$ cat src/rtl/iq_comp_ctrl.sv
// iq_comp_ctrl: calibration sequencer for the IQ compensator.
//   Runs an internal-W training pass, waits for Wr/Wj to settle (or time out),
//   latches the converged coefficients and then drives the compensator in
//   external-W mode with them.
// Ports:
//   clk, RESET            clock, synchronous active-high reset
//   enable                low forces IDLE/bypass
//   start, abort          begin / cancel a training pass
//   w_load, w_load_r/j    load externally supplied coefficients
//   Wr, Wj                coefficients reported by the compensator
//   op_mode               00 bypass, 01 internal W, 10 external W
//   freeze_iqcomp         freezes the compensator's adaptation
//   Wr_ext, Wj_ext        stored coefficients to the compensator's Wr_in/Wj_in
//   busy, done, timed_out status for the MCU
module iq_comp_ctrl #(
    parameter int WARMUP     = 256,
    parameter int SETTLE_LEN = 64,
    parameter int TOL        = 4,
    parameter int TIMEOUT    = 16384
) (
    input  logic               clk,
    input  logic               RESET,
    input  logic               enable,
    input  logic               start,
    input  logic               abort,
    input  logic               w_load,
    input  logic signed [12:0] w_load_r,
    input  logic signed [12:0] w_load_j,
    input  logic signed [12:0] Wr,
    input  logic signed [12:0] Wj,
    output logic [1:0]         op_mode,
    output logic               freeze_iqcomp,
    output logic signed [12:0] Wr_ext,
    output logic signed [12:0] Wj_ext,
    output logic               busy,
    output logic               done,
    output logic               timed_out
);
    localparam int CW = $clog2(TIMEOUT + 1);
    localparam int SW = $clog2(SETTLE_LEN + 1);

    typedef enum logic [2:0] {S_IDLE, S_WARM, S_TRACK, S_LATCH, S_APPLY} state_t;

    state_t             state, nxt;
    logic [CW-1:0]      cyc_cnt;
    logic [SW-1:0]      stable_cnt;
    logic signed [12:0] Wr_prev, Wj_prev;
    logic signed [13:0] dr, dj;
    logic [13:0]        adr, adj;
    logic               stable, tmo, settled, idle_like, go_train, go_load, training;

    // 14-bit differences cannot overflow, so the magnitude always fits too
    assign dr       = {Wr[12], Wr} - {Wr_prev[12], Wr_prev};
    assign dj       = {Wj[12], Wj} - {Wj_prev[12], Wj_prev};
    assign adr      = dr[13] ? 14'(-dr) : 14'(dr);
    assign adj      = dj[13] ? 14'(-dj) : 14'(dj);
    assign stable   = adr <= 14'(TOL) && adj <= 14'(TOL);
    assign tmo      = cyc_cnt == CW'(TIMEOUT - 1);
    assign settled  = stable && stable_cnt == SW'(SETTLE_LEN - 1);
    assign training = state == S_WARM || state == S_TRACK;

    // start/w_load are only honoured from IDLE or APPLY; start wins over w_load
    assign idle_like = enable && (state == S_IDLE || state == S_APPLY);
    assign go_train  = idle_like && start;
    assign go_load   = idle_like && !start && w_load;

    always_comb begin
        nxt = state;
        if (!enable)
            nxt = S_IDLE;
        else
            case (state)
                S_IDLE, S_APPLY: nxt = start ? S_WARM : w_load ? S_APPLY : state;
                S_WARM:  nxt = abort ? S_IDLE : tmo ? S_LATCH
                             : cyc_cnt == CW'(WARMUP - 1) ? S_TRACK : S_WARM;
                S_TRACK: nxt = abort ? S_IDLE : (tmo || settled) ? S_LATCH : S_TRACK;
                S_LATCH: nxt = S_APPLY;
                default: nxt = S_IDLE;
            endcase
    end

    always_ff @(posedge clk) begin
        if (RESET) begin
            state         <= S_IDLE;
            op_mode       <= 2'b00;
            freeze_iqcomp <= 1'b1;
            Wr_ext        <= '0;
            Wj_ext        <= '0;
            busy          <= 1'b0;
            done          <= 1'b0;
            timed_out     <= 1'b0;
            cyc_cnt       <= '0;
            stable_cnt    <= '0;
            Wr_prev       <= '0;
            Wj_prev       <= '0;
        end else begin
            state         <= nxt;
            op_mode       <= nxt == S_APPLY ? 2'b10 : nxt == S_IDLE ? 2'b00 : 2'b01;
            freeze_iqcomp <= !(nxt == S_WARM || nxt == S_TRACK);
            busy          <= nxt == S_WARM || nxt == S_TRACK || nxt == S_LATCH;
            done          <= nxt == S_APPLY;
            Wr_prev       <= Wr;
            Wj_prev       <= Wj;
            cyc_cnt       <= go_train ? '0 : training ? cyc_cnt + 1'b1 : cyc_cnt;
            stable_cnt    <= go_train ? '0 : state == S_TRACK ? (stable ? stable_cnt + 1'b1 : '0) : stable_cnt;
            // only WARM/TRACK can lead to LATCH, and there a timeout outranks settling
            timed_out     <= (go_train || go_load) ? 1'b0 : (nxt == S_LATCH && tmo) ? 1'b1 : timed_out;
            // freeze has held W since LATCH entry, so the exit edge sees the final value
            Wr_ext        <= go_load ? w_load_r : (state == S_LATCH && nxt == S_APPLY) ? Wr : Wr_ext;
            Wj_ext        <= go_load ? w_load_j : (state == S_LATCH && nxt == S_APPLY) ? Wj : Wj_ext;
        end
    end
endmodule

$ cat config.mk
export PLATFORM = sky130hd
export DESIGN_NAME = iq_comp_ctrl
export DESIGN_NICKNAME = d
export VERILOG_FILES = /design/src/rtl/iq_comp_ctrl.sv
export SDC_FILE = /design/constraint.sdc
export NUM_CORES = 1
export LEC_CHECK = 0
export CORE_MARGIN = 1
export CORE_UTILIZATION = 40
export CTS_BUF_LIST = sky130_fd_sc_hd__clkbuf_8
export DETAILED_ROUTE_END_ITERATION = 7
export PLACE_DENSITY = 0.66
export SETUP_SLACK_MARGIN = 0.05
export SLEW_MARGIN = 5
export SYNTH_ARGS = -nofsm -noshare
export SYNTH_HDL_FRONTEND = slang
export SYNTH_SLANG_ARGS = --single-unit
$ cat constraint.sdc
create_clock -name clk -period 4.7 [get_ports clk]
set_clock_uncertainty 0.15 [all_clocks]
set_input_delay 0.94 -clock clk [delete_from_list [all_inputs] [get_ports clk]]
set_output_delay 0.94 -clock clk [all_outputs]
set_load 0.1 [all_outputs]
==> flow_summary_export.csv, run 1 <==
group,metric,value,unit
outcome,outcome,"finished clean",
logic_synthesis,synthFlopType,"dfxtp_1",
cts,htree_levels,3,
critical_path,cp_cell_sequence,"clkdlybuf4s50_1 > inv_1 > ha_1 > inv_1 > fa_1 > a211oi_1 > o21ai_1 > buf_4 > a31oi_1 > xor2_1 > nand2_1 > o31ai_2 > a41oi_2 > a2111oi_4 > buf_4 > a31oi_4 > nor3_1",
timing,slew_headroom,31.81,%
logic_synthesis,ys_warn_count,0,
place,placed_area,6673,um2
final_layout,mostFrequentLayoutCells,"clkdlybuf4s50_1, dfxtp_1, nor2_1, buf_4, inv_1",
logic_synthesis,synth_cells,663,
floorplanning,initial_utilization,40.94,%
logic_synthesis,synthSimpleGateAreaFrac,22.96,%
routing,drt-total-wl,13290,um
timing,timing.hold.ws,0.3391,ns
power,p_leak,2.800,nW
timing,tightest_slew,1.020,ns
cts,cts_buffers,9,
global_routing,track_usage,19.46,%
place,gp_congestion,0.8396,
final_layout,antenna_cells,0,
logic_synthesis,synthAdderAreaFrac,7.229,%
logic_synthesis,netlist_top_cells_area,"dfxtp_1, ha_1, mux2i_1",
logic_synthesis,synth_top_family_by_area,"simple AND/OR/NAND/NOR gates",
cts,cts_buffer_depth,2,
final_layout,drive_gt1_share,10.42,%
global_routing,grt_pass1_vias,4944,
final_layout,area_delta_synth_final,28.10,%
critical_path,slowest_delay,0.42,ns
cts,clock-sinks,82,
final_layout,n_fill_cell,1261,
final_layout,final_nets,860,
logic_synthesis,ys_seq_area_share,30.40,%
logic_synthesis,synthMuxAreaShare,5.931,%
logic_synthesis,syn-num-nets,751,
critical_path,worstPathArrival,4.56,ns
min_path,hp-class,"flip-flop to flip-flop",
power,power_density,271.0,nW/um2
critical_path,crit_type,"input port to flip-flop",
timing,setup_violations,0,
timing,period_share,93.74,%
place,portBuffers,89,
logic_synthesis,synth_edf_count,0,
routing,drt_iter0_drc,195,
routing,wl_per_cell,13.94,um
flow_run,cap_violations,0,
routing,via_per_inst,5.400,
final_layout,design_area,6918,um2
global_routing,grt_max_degree,39,
routing,drtAntennaViolNets,0,
cts,path_clk_slew,0.09,ns
critical_path,cp-start-kind,"input port",
timing,hold_viol_final,0,
floorplanning,die_h,118.2,um
logic_synthesis,yosysTopAreaCell,"dfxtp_1",
critical_path,crit_path_start,"Wj[0]",
logic_synthesis,netlist_area,5400,um2
logic_synthesis,synth_xor_area_share,6.163,%
timing,period_needed,4.406,ns
final_layout,final_common_cell,"clkdlybuf4s50_1",
floorplanning,die-area,13970,um2
critical_path,cp_max_fo,5,
final_layout,fin_util,52.45,%
logic_synthesis,yosys.area.top_type_share,30.40,%
min_path,hold_start,"stable_cnt[1]",
global_routing,antenna_found_initial,0,
timing,fmax,0.2270,GHz
routing,num_vias,5146,
routing,drtPass1Iterations,4,
power,max-vdd-ir-drop,0.1326,mV
timing,setup_tns,0,ns
global_routing,grt_pass1_wl,22340,um
critical_path,critPathRequiredTime,4.86,ns
logic_synthesis,synth.distinct_cells,67,
cts,cts_tree,"built",
critical_path,r2r_start,"Wj_prev[0]",
floorplanning,pin_count,90,
logic_synthesis,synth-async-reset-ratio,0,%
timing,rsz0062_at_grt,"no",
critical_path,endpoint_kind,"flip-flop",
floorplanning,die_w,118.2,um
cts,clk_latency,0.39,ns
critical_path,cpMaxStageDelayCell,"fa_1",
timing,slew_violations,0,
logic_synthesis,synth-seq-cells,82,
place,hpwl,9946,um
cts,root_buffer,"clkbuf_8",
floorplanning,rows,42,
global_routing,grt_overflow,0,
power,power.total,1.875,mW
logic_synthesis,postSynthAreaPerCell,8.145,um2
routing,drc_errors,0,
logic_synthesis,synth-compound-area-share,21.76,%
floorplanning,core-area,13190,um2
## cell families after synthesis
group	count (synthesis)
AO/OA/AOI/OAI	165
XOR/XNOR	38
adder cells (fa/ha/maj)	30
buffers and inverters	75
flip-flops	82
multiplexers	32
AND/OR/NAND/NOR	241
## power breakdown
group	internal, mW	switching [mW]
logic	0.277	0.387
clock network	0.195	0.286
registers	0.719	0.0103
total	1.19	0.683
## state kept, by name (all words and copies together), names as in the netlist
name	flops
cyc_cnt	15
Wj_ext	13
Wr_ext	13
op_mode	2
timed_out	1
busy	1
stable_cnt	7
Wr_prev	13
state	3
Wj_prev	13
freeze_iqcomp	1
## synth_stat cells, drive strengths merged (5+ instances only)
cell    count
dfxtp      82
nor2       76
inv        41
a21oi      39
a211oi     34
mux2i      32
nand2      31
nor2b      31
ha         28
clkbuf     25
nand3      25
xnor2      20
o21ai      19
xor2       18
nor3       17
a21o       15
and3        9
buf         9
nand4       9
a31oi       8
o211ai      6
or3         6
nand3b      5
o221ai      5
or2         5
## timing repair
item / CTS / global route
setup buffers: 0 / 2
endpoints found under the hold margin: 0 / 0
hold buffers: 0 / 0
gates resized for setup: 0 / 9
setup endpoints to repair: 0 / 9
## worst paths after layout
check                       end  slack [ns]  depth (start not counted)
setup / recovery  stable_cnt[4]        0.29                         17
hold / removal    stable_cnt[1]        0.34                          2
setup reg to reg  stable_cnt[4]        0.98                         15
hold reg to reg   stable_cnt[1]        0.34                          2
## critical path: cells and delay by family
family | cells | cell delay (ns)
AO/OA/AOI/OAI | 7 | 1.51
buffers and inverters | 5 | 0.92
adder cells (fa/ha/maj) | 2 | 0.60
AND/OR/NAND/NOR | 2 | 0.31
XOR/XNOR | 1 | 0.29
## layer usage
metal / global-route usage [%] / up-vias / wire length (um)
met5: 0 / - / 0
met4: 9.455 / 0 / 314
met3: 3.475 / 24 / 392
met2: 33.13 / 83 / 6362
met1: 23.59 / 2426 / 6217
li1: - / 2613 / -
## layout make-up
cell class                      instances  area (um2)  share of cell area, %
Tap cell                              176       220.2                  3.183
Clock inverter                          7       53.80                 0.7777
Sequential cell                        82        1642                  23.73
Clock buffer                            9       123.9                  1.791
Timing Repair Buffer                  132        1209                  17.47
Multi-Input combinational cell        506        3516                  50.82
Inverter                               41       153.9                  2.225
## through the flow
| step | setup WS (ns) | instances |
|---|---|---|
| finish | 0.2943 | 953 |
| global route | 0.05508 | 953 |
| CTS | 0.2225 | 951 |
| detailed placement | -0.1569 | 935 |
| global placement | -0.04242 | 935 |
| floorplan | 0.5245 | 663 |
Note: power is estimated with default switching activity, not from simulation.
==> inputs of run 2 (changes only) <==
--- a/config.mk
+++ b/config.mk
@@ -5,11 +5,11 @@
 export SDC_FILE = /design/constraint.sdc
 export NUM_CORES = 1
 export LEC_CHECK = 0
-export CORE_MARGIN = 1
-export CORE_UTILIZATION = 40
+export CORE_UTILIZATION = 52
 export CTS_BUF_LIST = sky130_fd_sc_hd__clkbuf_8
 export DETAILED_ROUTE_END_ITERATION = 7
-export PLACE_DENSITY = 0.66
+export PLACE_DENSITY = 0.81
+export REMOVE_ABC_BUFFERS = 1
 export SETUP_SLACK_MARGIN = 0.05
 export SLEW_MARGIN = 5
 export SYNTH_ARGS = -nofsm -noshare
==> flow_summary_export.csv, run 2 (same netlist as run 1, synthesis figures left out) <==
group,metric,value,unit
min_path,hp-class,"flip-flop to flip-flop",
timing,slew_headroom,33.87,%
cts,cts_buffer_depth,2,
timing,hold_viol_final,0,
flow_run,cap_violations,0,
critical_path,endpoint_kind,"flip-flop",
final_layout,final_common_cell,"clkdlybuf4s50_1",
routing,wl_per_cell,14.22,um
final_layout,design_area,6863,um2
routing,drt-total-wl,12840,um
place,portBuffers,89,
global_routing,grt_max_degree,51,
cts,htree_levels,3,
final_layout,area_delta_synth_final,27.09,%
critical_path,critPathRequiredTime,4.88,ns
timing,fmax,0.2234,GHz
floorplanning,die_w,103.9,um
critical_path,crit_buf_inv,3,
power,combPwrFrac,34.3,%
power,p_leak,2.788,nW
floorplanning,die_h,103.9,um
floorplanning,core-area,9910,um2
floorplanning,initial_utilization,54.49,%
power,switching_power,0.6914,mW
global_routing,grt_overflow,0,
cts,clk_latency,0.39,ns
final_layout,final_nets,853,
power,max-vdd-ir-drop,0.2485,mV
place,hpwl,9571,um
final_layout,top_register,"cyc_cnt",
place,place_ws,-0.1765,ns
cts,path_clk_slew,0.10,ns
floorplanning,rows,36,
timing,period_needed,4.477,ns
critical_path,worstPathArrival,4.66,ns
critical_path,cp-start-kind,"input port",
final_layout,largest_register_ffs,15,
cts,root_buffer,"clkbuf_8",
critical_path,cp_max_fo,4,
global_routing,grt_pass1_vias,5094,
critical_path,cp_top_family,"compound AO/OA/AOI/OAI gates",
routing,drtAntennaViolNets,0,
timing,setup_violations,0,
critical_path,crit_type,"input port to flip-flop",
final_layout,mostFrequentLayoutCells,"clkdlybuf4s50_1, dfxtp_1, nor2_1, inv_1, a21oi_1",
power,pwr-share-seq,37.6,%
routing,drc_errors,0,
critical_path,slowest_delay,0.43,ns
global_routing,antenna_found_initial,0,
timing,slew_violations,0,
cts,cts_tree,"built",
routing,via_per_inst,5.680,
floorplanning,pin_count,90,
global_routing,track_usage,24.52,%
power,switching_share,35.67,%
power,clkPwrFrac,28.1,%
timing,setup_ws,0.2231,ns
final_layout,drive_gt1_share,10.26,%
critical_path,cp_cell_sequence,"clkdlybuf4s50_1 > inv_1 > ha_1 > inv_1 > fa_1 > xor2_1 > nor3b_1 > o221ai_2 > a211o_1 > nand3b_1 > mux2i_1 > a211oi_1 > nor3_1 > a31oi_2 > mux2i_1",
place,placed_area,6574,um2
timing,tightest_slew,0.9888,ns
cts,cts_buffers,9,
cts,hold_buffers,0,
power,p_int,1.247,mW
final_layout,antenna_cells,0,
critical_path,cpMaxStageDelayCell,"fa_1",
routing,drt_iter0_drc,217,
place,gp_congestion,0.9065,
power,power_density,282.5,nW/um2
outcome,outcome,"finished clean",
routing,num_vias,5129,
floorplanning,die-area,10800,um2
timing,period_share,95.25,%
final_layout,n_fill_cell,816,
global_routing,grt_pass1_wl,22090,um
cts,clock-sinks,82,
timing,rsz0062_at_grt,"no",
routing,drtPass1Iterations,6,
==> run 2: cell types whose count changed in the layout (fill, tap and decap cells not counted), sizes merged <==
cell and change:
clkinv -1, clkinvlp -2, bufinv +1, inv +2
buf -7
==> run 2: routing by layer <==
layer / vias to the layer above / wire, um / global-route usage [%]
li1: 2602 / - / -
met1: 2363 / 5633 / 27.77
met2: 133 / 6393 / 43.19
met3: 31 / 530 / 6.579
met4: 0 / 284 / 10.51
met5: - / 0 / 0
==> run 2: area by class of cell <==
class                      instances  area (um2)  share of cell area, %
clock buffer                       9       123.9                  1.805
clock inverter                     7       82.58                  1.203
inverter                          41       153.9                  2.242
multi-input combinational        506        3538                  51.56
sequential                        82        1642                  23.92
tap                              133       166.4                  2.425
timing repair buffer             125        1156                  16.85
==> run 2: worst min-delay path: cells and delay by family, from the launching register on <==
| kind | cells | cell delay (ns) |
|---|---|---|
| AOI/OAI and AO/OA | 1 | 0.06 |
| and+or+nand+nor | 1 | 0.06 |
| DFF | 1 | 0.35 |
==> run 2: per-stage QoR <==
step,total power [mW],std cells,setup TNS [ns],hold WS (ns),util [%]
global placement,1.367,886,0,0.3142,66.34
global route,2.043,903,0,0.3733,69.26
finish,1.939,903,0,0.3557,69.26
floorplan,1.171,629,0,0.2992,-
CTS,1.933,902,0,0.3576,68.42
detailed placement,1.385,886,-1.127,0.3420,66.34
==> run 2: worst paths after layout <==
kind / from / to / slack, ns / cells past startpoint
max reg2reg: Wr_prev[0] / freeze_iqcomp / 0.96 / 13
max: Wr[0] / freeze_iqcomp / 0.22 / 15
min: stable_cnt[0] / stable_cnt[0] / 0.36 / 2
min reg2reg: stable_cnt[0] / stable_cnt[0] / 0.36 / 2
==> run 2: power groups by stage <==
| stage | registers [mW] | clock network, mW | logic [mW] |
|---|---|---|---|
| finish | 0.730 | 0.545 | 0.664 |
| global placement | 0.745 | 0 | 0.622 |
| detailed placement | 0.746 | 0 | 0.639 |
| global route | 0.733 | 0.592 | 0.718 |
| floorplan | 0.837 | 0 | 0.334 |
| CTS | 0.730 | 0.559 | 0.644 |
==> run 2: what timing repair did <==
action | 4_1_cts | 5_1_grt
setup buffers | 0 | 1
endpoints found under the hold margin | 0 | 0
resized for setup | 0 | 14
endpoints found under the setup margin | 0 | 11
